===== config.mk =====
export PLATFORM = sky130hd
export DESIGN_NAME = xt_lbus_master
export DESIGN_NICKNAME = d
export VERILOG_FILES = /design/src/rtl/xt_lbus_master.sv
export SDC_FILE = /design/constraint.sdc
export NUM_CORES = 1
export LEC_CHECK = 0
export ABC_CLOCK_PERIOD_IN_PS = 2640
export BUFFER_PORTS_ARGS = -buffer_cell sky130_fd_sc_hd__buf_2
export CAP_MARGIN = 10
export CORE_ASPECT_RATIO = 0.9
export CORE_UTILIZATION = 25
export CTS_CLUSTER_SIZE = 40
export DETAILED_ROUTE_END_ITERATION = 16
export HOLD_SLACK_MARGIN = 0.06
export SLEW_MARGIN = 15
export SYNTH_ARGS = -nofsm -noshare
export SYNTH_HDL_FRONTEND = slang
export SYNTH_SLANG_ARGS = --single-unit

===== constraint.sdc =====
create_clock -name clk -period 2.64 [get_ports clk]
set_input_delay 0.792 -clock clk [delete_from_list [all_inputs] [get_ports clk]]
set_output_delay 0.792 -clock clk [all_outputs]
set_load 0.005 [all_outputs]

===== src/rtl/xt_lbus_master.sv =====
// xt_lbus_master: XT local bus initiator turning valid/ready requests into fixed-latency bus accesses.
// Optional XT_LBUS_ALIGN_CHK_EN rejects reserved/misaligned requests with an error response and no strobe.
package xt_lbus_pkg;
  localparam int LB_ADDR_WIDTH = 8;
  typedef struct packed {
    logic                     ren;
    logic                     wen;
    logic [LB_ADDR_WIDTH-1:0] addr;
    logic [1:0]               write_width;
    logic [31:0]              wdata;
  } lb_slave_t;
endpackage

module xt_lbus_master
  import xt_lbus_pkg::*;
#(
  parameter int RD_LATENCY = 1
) (
  input  logic                     clk,
  input  logic                     rst,
  input  logic                     req_valid,
  output logic                     req_ready,
  input  logic                     req_write,
  input  logic [LB_ADDR_WIDTH-1:0] req_addr,
  input  logic [1:0]               req_width,
  input  logic [31:0]              req_wdata,
  output logic                     resp_valid,
  input  logic                     resp_ready,
  output logic [31:0]              resp_rdata,
  output logic                     resp_err,
  output lb_slave_t                lb_out,
  input  logic [31:0]              lb_rdata
);
  if (RD_LATENCY < 0 || RD_LATENCY > 7) begin : g_bad_lat
    $error("RD_LATENCY must be in 0..7");
  end
  typedef enum logic [1:0] {IDLE, STROBE, WAIT, RESP} state_t;
  state_t    state_q, state_d;
  logic [2:0]  cnt_q, cnt_d;
  lb_slave_t   lb_q, lb_d;
  logic [31:0] rdata_q, rdata_d;
  logic        err_q, err_d;
  logic        fault;
`ifdef XT_LBUS_ALIGN_CHK_EN
  assign fault = (req_width == 2'b11) || (req_width == 2'b01 && req_addr[0]) ||
                 (req_width == 2'b10 && req_addr[1:0] != 2'b00);
`else
  assign fault = 1'b0;
`endif
  assign req_ready  = state_q == IDLE;
  assign resp_valid = state_q == RESP;
  assign resp_rdata = rdata_q;
  assign resp_err   = err_q;
  assign lb_out     = lb_q;
  always_comb begin
    state_d = state_q;
    cnt_d   = cnt_q;
    lb_d    = lb_q;
    rdata_d = rdata_q;
    err_d   = err_q;
    case (state_q)
      IDLE: if (req_valid) begin
        lb_d = '{ren: !req_write && !fault, wen: req_write && !fault, addr: req_addr,
                 write_width: req_width, wdata: req_write ? req_wdata : 32'd0};
        rdata_d = '0;
        err_d   = fault;
        state_d = fault ? RESP : STROBE;
      end
      STROBE: begin
        lb_d.ren = 1'b0;
        lb_d.wen = 1'b0;
        if (lb_q.wen) state_d = RESP;
        else if (RD_LATENCY == 0) begin
          rdata_d = lb_rdata;
          state_d = RESP;
        end else begin
          cnt_d   = 3'(RD_LATENCY - 1);
          state_d = WAIT;
        end
      end
      WAIT: begin
        cnt_d = cnt_q - 3'd1;
        if (cnt_q == 3'd0) begin
          rdata_d = lb_rdata;
          state_d = RESP;
        end
      end
      RESP: state_d = resp_ready ? IDLE : RESP;
      default: state_d = IDLE;
    endcase
  end
  always_ff @(posedge clk) begin
    if (rst) begin
      state_q <= IDLE;
      cnt_q   <= '0;
      lb_q    <= '0;
      rdata_q <= '0;
      err_q   <= 1'b0;
    end else begin
      state_q <= state_d;
      cnt_q   <= cnt_d;
      lb_q    <= lb_d;
      rdata_q <= rdata_d;
      err_q   <= err_d;
    end
  end
endmodule


==> metrics.csv, run 1 <==
stage;metric;value;unit
synthesis;warnings from Yosys;0;
worst_hold_path;worst hold path class;reg2reg;
sta;clock skew;0.00468;ns
floorplan;CORE AREA;11500;µm²
finish;utilization after layout;0.352;
power_and_ir_drop;Internal;2.34;mW
synthesis;Seq/Total Area, Yosys;0.544;
power_and_ir_drop;clock network fraction of design power;0.415;
sta;Max Clk Rate;0.463;GHz
synthesis;Mapped Cells;305;
drt;Top Layer Used;met4;
drt;final WL;7560;µm
synthesis;Mapped Area;2980;µm²
global_route;overall routing resource usage;0.128;
synthesis;Seq cells post-synth;81;
synthesis;Syn Nets;386;
global_route;vias in the first global route;2539;
synthesis;post-synth cell types;28;
drt;met2 wire length;3440;µm
global_route;first-pass GRT wire length;11800;µm
drt;DR WL/cell;12.4;µm
finish;finished layout cell area;4060;µm²
critical_path;CP Capture Type;primary output;
global_route;largest net degree at the start of global routing;51;
synthesis;Primary FF master, synth;dfxtp_1;
global_route;global route overflow;0;
drt;residual DRC count;0;
power_and_ir_drop;Sw Pwr;803;µW
power_and_ir_drop;power density cells;775;nW/µm²
floorplan;Starting Density;0.259;
cts;CTS clock-pin slew for the worst setup and hold paths;0.06;ns
sta;RSZ-0062 raised after global routing;no;
critical_path;critical path class;reg2out;
cts;H-tree Lvls;3;
critical_path;CP required;1.85;ns
cts;Hold-fix buffers, CTS;0;
sta;final setup TNS;0;ns
placement;port bufs;156;
cts;CTS resizes;0;
cts;Clock Latency Late Sink;0.34;ns
synthesis;most frequent cell after synthesis;dfxtp_1;
cts;Num CTS Buffers;9;
sta;minimum clock period;2.16;ns
critical_path;startpoint types;register;
synthesis;synth cell count leaders;81 x dfxtp_1, 53 x nand2_1, 46 x a21oi_1;
run;max cap viols;0;
drt;Initial DRC Count;121;
synthesis;post-synth top area share;0.544;
critical_path;Cell Chain, Critical Path;inv_1 -> nor2_1 -> buf_2;
placement;Final GP Congestion;0.707;
power_and_ir_drop;Seq pwr share;0.438;
drt;post-route antenna net violation count;0;
critical_path;slowest stage cell on the critical path;dfxtp_1;
placement;Cell Area, Placed;3750;µm²
placement;Place WS;0.324;ns
cts;CTS tree;yes;
power_and_ir_drop;leakage;1.89;nW
placement;Post-DP HPWL;5050;µm
sta;Tcrit/Tclk final;0.817;
sta;max-slew violation count;0;
drt;DRT Pass-1 Iters;4;
drt;DR vias;2688;
finish;antenna diode count;0;
sta;final setup fails;0;
critical_path;Buf+Inv Stages, Crit Path;2;
cts;clk root buf;clkbuf_16;
finish;Nets;528;
finish;filler instances;1166;
sta;Tightest Pin Transition;0.633;ns
synthesis;Avg Synthesized Cell Area;9.77;µm²
global_route;initial antenna violation count;0;
drt;routed wl met3;608;µm
floorplan;die area;12400;µm²
critical_path;critical path's largest stage delay;0.57;ns
drt;Post-Route M1 WL;3410;µm
synthesis;dominant cell type by area after synthesis;dfxtp_1;
critical_path;crit path DAT;1.37;ns
floorplan;chip height;106;µm
sta;final hold vios;0;
sta;Max transition margin;0.578;
cts;Post CTS Setup Buffer Count;0;
floorplan;Rows;37;
drt;vias per inst;4.42;
power_and_ir_drop;worst vdd ir;0.305;mV
power_and_ir_drop;Combinational Power Share;0.147;
floorplan;Ports;158;
critical_path;delay-heaviest family, CP;flip-flops;
finish;Synth-to-Final Area Change;36.3;%
cts;clock tree buffer depth;2;
floorplan;Horiz. Die Dim;117;µm
power_and_ir_drop;sw frac;0.255;
synthesis;Post-synth EDFFs;0;
synthesis;asr flop ratio synth;0;
cts;Sinks on Clock Net;81;
synthesis;synth top area cells;dfxtp_1 54%, a21oi_1 7.7%, a22o_2 7.7%;
sta;worst setup margin;0.482;ns
finish;ratio of cells with drive above 1 in the final layout;0.449;
critical_path;crit-path max FO;10;
sta;Min Hold Slack;0.448;ns
outcome;run status;completed;
[worst reg2reg max path: cells and delay by family (launching register included)]
family | cells | cell delay, ns
flops | 1 | 0.36
buf+inv | 2 | 0.39
fa+ha+maj | 2 | 0.41
mux | 1 | 0.28
compound gates | 2 | 0.34
[state kept, by name, indices dropped and copies added, names as in the netlist]
register	count
cnt_q	3
lb_out	44
resp_rdata	32
state_q	2
[through the flow]
step / std cells / power (mW)
final: 608 / 3.15
after global routing: 608 / 3.32
after CTS: 608 / 3.21
after detailed placement: 592 / 1.88
after global placement: 592 / 1.87
after floorplan: 305 / 1.73
[kinds of logic (layout without fill, tap and decap cells)]
logic type	Yosys count	count (layout)	share of synthesized area
buffers and inverters	34	181	0.0856
flip-flops	81	81	0.544
AND/OR/NAND/NOR	99	99	0.151
other	1	1	0.00126
adder cells (fa/ha/maj)	2	2	0.00839
multiplexers	1	1	0.00378
AO/OA/AOI/OAI	87	87	0.206
[power groups by stage]
stage               Sequential, mW  Combinational [mW]  Clock [mW]
floorplan                     1.39               0.331           0
global placement              1.40               0.464           0
detailed placement            1.40               0.474           0
CTS                           1.38               0.476        1.35
global route                  1.39               0.526        1.40
finish                        1.38               0.463        1.31
[cell type report]
class,instances,area (µm²),share of cell area
Inverter,5,18.8,0.00462
Clock inverter,6,82.6,0.0203
Timing Repair Buffer,160,811,0.200
Clock buffer,10,229,0.0564
Tap cell,156,195,0.0480
Sequential cell,81,1620,0.399
Multi-Input combinational cell,190,1100,0.272
[worst paths after layout]
check	from	to	slack [ns]	depth (start not counted)
setup reg to reg	cnt_q[0]	resp_rdata[13]	0.80	7
hold reg to reg	lb_out[23]	lb_out[23]	0.45	2
hold / removal	lb_out[23]	lb_out[23]	0.45	2
setup / recovery	state_q[0]	resp_valid	0.48	3
[routing by layer]
metal  vias up  GRT usage
met2        98      0.207
met4         0     0.0488
li1       1340          -
met1      1239      0.143
met3        11     0.0615
met5         -          0
[placed cells by master, fill, tap and decap left out, types with 2 or more instances in the layout]
master     netlist  routed
clkbuf_16        0       9
nand3_1         32      32
nor2_1           8       8
a21oi_1         46      46
a22o_1           9       9
a22o_2          23      23
buf_2            5     156
buf_4            2       4
inv_1            5       5
dfxtp_1         81      81
o211ai_1         2       2
clkinv_2         0       3
nand2_1         53      53
a2111oi_0        3       3
ha_1             2       2
bufinv_16        0       2
Power figures use the tool's default switching activity.
==> run 2, diff against run 1 <==
--- a/config.mk
+++ b/config.mk
@@ -5,7 +5,8 @@
 export SDC_FILE = /design/constraint.sdc
 export NUM_CORES = 1
 export LEC_CHECK = 0
-export ABC_CLOCK_PERIOD_IN_PS = 2640
+export ABC_AREA = 1
+export ABC_CLOCK_PERIOD_IN_PS = 2200
 export BUFFER_PORTS_ARGS = -buffer_cell sky130_fd_sc_hd__buf_2
 export CAP_MARGIN = 10
 export CORE_ASPECT_RATIO = 0.9
==> constraint.sdc (replaced) <==
create_clock -name clk -period 2.2 [get_ports clk]
set_input_delay 0.66 -clock clk [delete_from_list [all_inputs] [get_ports clk]]
set_output_delay 0.66 -clock clk [all_outputs]
set_load 0.005 [all_outputs]
==> run 2 against run 1 <==
Against the previous run: global-route usage up 1.1 points; power is 20% higher; area after synthesis is 3.2% higher; sequential power grew 20%; flip-flop and latch count did not move; register-to-register slack got worse by 0.29 ns; clock skew is essentially flat; final cell count grew 12%; core utilization is 0.28 points lower; wire length grew 14%; combinational power grew 43%; critical path type unchanged.
==> metrics.csv, run 2 <==
stage;metric;value;unit
outcome;run status;completed;
finish;multi-input logic area;1220;µm²
floorplan;Ports;158;
synthesis;Seq cells post-synth;81;
synthesis;Mapped Cells;380;
synthesis;synth top area cells;dfxtp_1 53%, a21oi_1 11%, nand2_1 8.3%;
sta;RSZ-0062 raised after global routing;no;
sta;Tcrit/Tclk final;0.825;
cts;Clock Latency Late Sink;0.34;ns
synthesis;post-synth cell types;21;
cts;Sinks on Clock Net;81;
sta;minimum clock period;1.81;ns
synthesis;post-synth top area share;0.527;
finish;most frequent cells in the layout;156 x buf_2, 81 x dfxtp_1, 69 x a21oi_1;
sta;final setup TNS;0;ns
critical_path;Buf+Inv Stages, Crit Path;2;
cts;CTS tree;yes;
sta;clock skew;0.00502;ns
drt;post-route antenna net violation count;0;
critical_path;crit-path max FO;8;
critical_path;CP Launch Point;state_q[1];
finish;ratio of cells with drive above 1 in the final layout;0.348;
placement;Final GP Congestion;0.758;
drt;final WL;8640;µm
drt;DR WL/cell;12.6;µm
synthesis;asr flop ratio synth;0;
drt;DR vias;3117;
floorplan;Rows;38;
sta;max-slew violation count;0;
finish;antenna diode count;0;
floorplan;Horiz. Die Dim;119;µm
drt;residual DRC count;0;
drt;DRT Pass-1 Iters;4;
critical_path;Worst R2R Setup Slack;0.51;ns
sta;Max Clk Rate;0.551;GHz
critical_path;startpoint types;register;
global_route;vias in the first global route;2973;
sta;Min Hold Slack;0.463;ns
floorplan;Starting Density;0.256;
critical_path;delay-heaviest family, CP;flip-flops;
critical_path;CP required;1.54;ns
sta;Tightest Pin Transition;0.634;ns
worst_hold_path;hold path start;lb_out[26];
finish;Synth-to-Final Area Change;36.7;%
drt;vias per inst;4.56;
critical_path;critical path's largest stage delay;0.51;ns
sta;Max transition margin;0.577;
global_route;largest net degree at the start of global routing;43;
finish;commonest non-fill, non-tap cell in the layout;buf_2;
critical_path;slowest stage cell on the critical path;dfxtp_1;
sta;final hold vios;0;
worst_hold_path;worst hold path class;reg2reg;
placement;Post-DP HPWL;5940;µm
synthesis;Syn Nets;461;
cts;CTS resizes;0;
floorplan;die area;12800;µm²
synthesis;Post-synth EDFFs;0;
cts;Post CTS Setup Buffer Count;0;
run;max cap viols;0;
synthesis;most frequent cell after synthesis;dfxtp_1;
floorplan;CORE AREA;12000;µm²
cts;clock tree buffer depth;2;
floorplan;chip height;107;µm
power_and_ir_drop;power density cells;899;nW/µm²
power_and_ir_drop;leakage;1.87;nW
cts;clk root buf;clkbuf_16;
finish;Largest register FFs;44;
cts;CTS clock-pin slew for the worst setup and hold paths;0.06;ns
synthesis;dominant cell type by area after synthesis;dfxtp_1;
synthesis;synth cell count leaders;81 x dfxtp_1, 69 x a21oi_1, 68 x nand2_1;
cts;Hold-fix buffers, CTS;0;
global_route;first-pass GRT wire length;14000;µm
synthesis;Primary FF master, synth;dfxtp_1;
global_route;global route overflow;0;
synthesis;Seq/Total Area, Yosys;0.527;
synthesis;Avg Synthesized Cell Area;8.10;µm²
drt;Initial DRC Count;144;
synthesis;warnings from Yosys;0;
finish;Nets;599;
critical_path;Cell Chain, Critical Path;nand2_1 -> inv_1 -> buf_2;
global_route;initial antenna violation count;0;
finish;utilization after layout;0.350;
critical_path;critical path class;reg2out;
placement;Place WS;0.447;ns
placement;port bufs;156;
cts;H-tree Lvls;3;
finish;filler instances;1294;
critical_path;reg-to-reg startpoint;cnt_q[0];
critical_path;CP Capture Type;primary output;
power_and_ir_drop;worst vdd ir;0.356;mV
cts;Num CTS Buffers;9;
critical_path;crit path DAT;1.15;ns
finish;Register Area;1620;µm²
sta;final setup fails;0;
synthesis;Mapped Area;3080;µm²
sta;worst setup margin;0.386;ns
global_route;overall routing resource usage;0.139;
run 2: cell type report:
cell class              count  share of cell area
clock buffers              13              0.0595
flip-flops and latches     81               0.386
multi-input cells         252               0.290
inverters                  11             0.00982
repair buffers            163               0.198
clock inverters             3             0.00952
well taps                 160              0.0476
run 2: power by group:
part           internal (mW)  switching [mW]  total [mW]
registers               1.59          0.0689        1.66
logic                  0.256           0.406       0.661
clock network          0.907           0.555        1.46
run 2: logic make-up (layout without fill, tap and decap cells):
kind of cell	Yosys count	in the layout	share of synthesized area
AND/OR/NAND/NOR	166	166	0.252
AO/OA/AOI/OAI	83	83	0.135
flip-flops	81	81	0.527
buffers and inverters	47	190	0.0769
adder cells (fa/ha/maj)	2	2	0.00813
other	1	1	0.00122
run 2: stage by stage:
| step | power (mW) | cell area (µm²) | instances |
|---|---|---|---|
| floorplan | 2.11 | 3080 | 380 |
| global placement | 2.34 | 3920 | 667 |
| detailed placement | 2.36 | 3920 | 667 |
| CTS | 3.85 | 4210 | 683 |
| global route | 4.00 | 4210 | 683 |
| finish | 3.78 | 4210 | 683 |
run 2: worst reg2reg max path: stages (launching register included):
cell,delay [ns]
dfxtp_1,0.31
inv_1,0.07
ha_1,0.15
ha_1,0.17
nand3_2,0.17
inv_2,0.45
nand2_1,0.12
a21oi_1,0.18
run 2: worst paths after layout:
kind | to | cells past startpoint
worst min register to register | lb_out[26] | 2
worst max-delay path | resp_valid | 3
worst min-delay path | lb_out[26] | 2
worst max register to register | resp_rdata[2] | 7
run 2: metal layers:
layer / wire length (µm) / vias to the layer above / part of all wire / track usage
li1: - / 1564 / - / -
met1: 3940 / 1432 / 0.46 / 0.172
met2: 3950 / 112 / 0.46 / 0.219
met3: 642 / 9 / 0.074 / 0.0543
met4: 103 / 0 / 0.012 / 0.0488
met5: 0 / - / 0 / 0
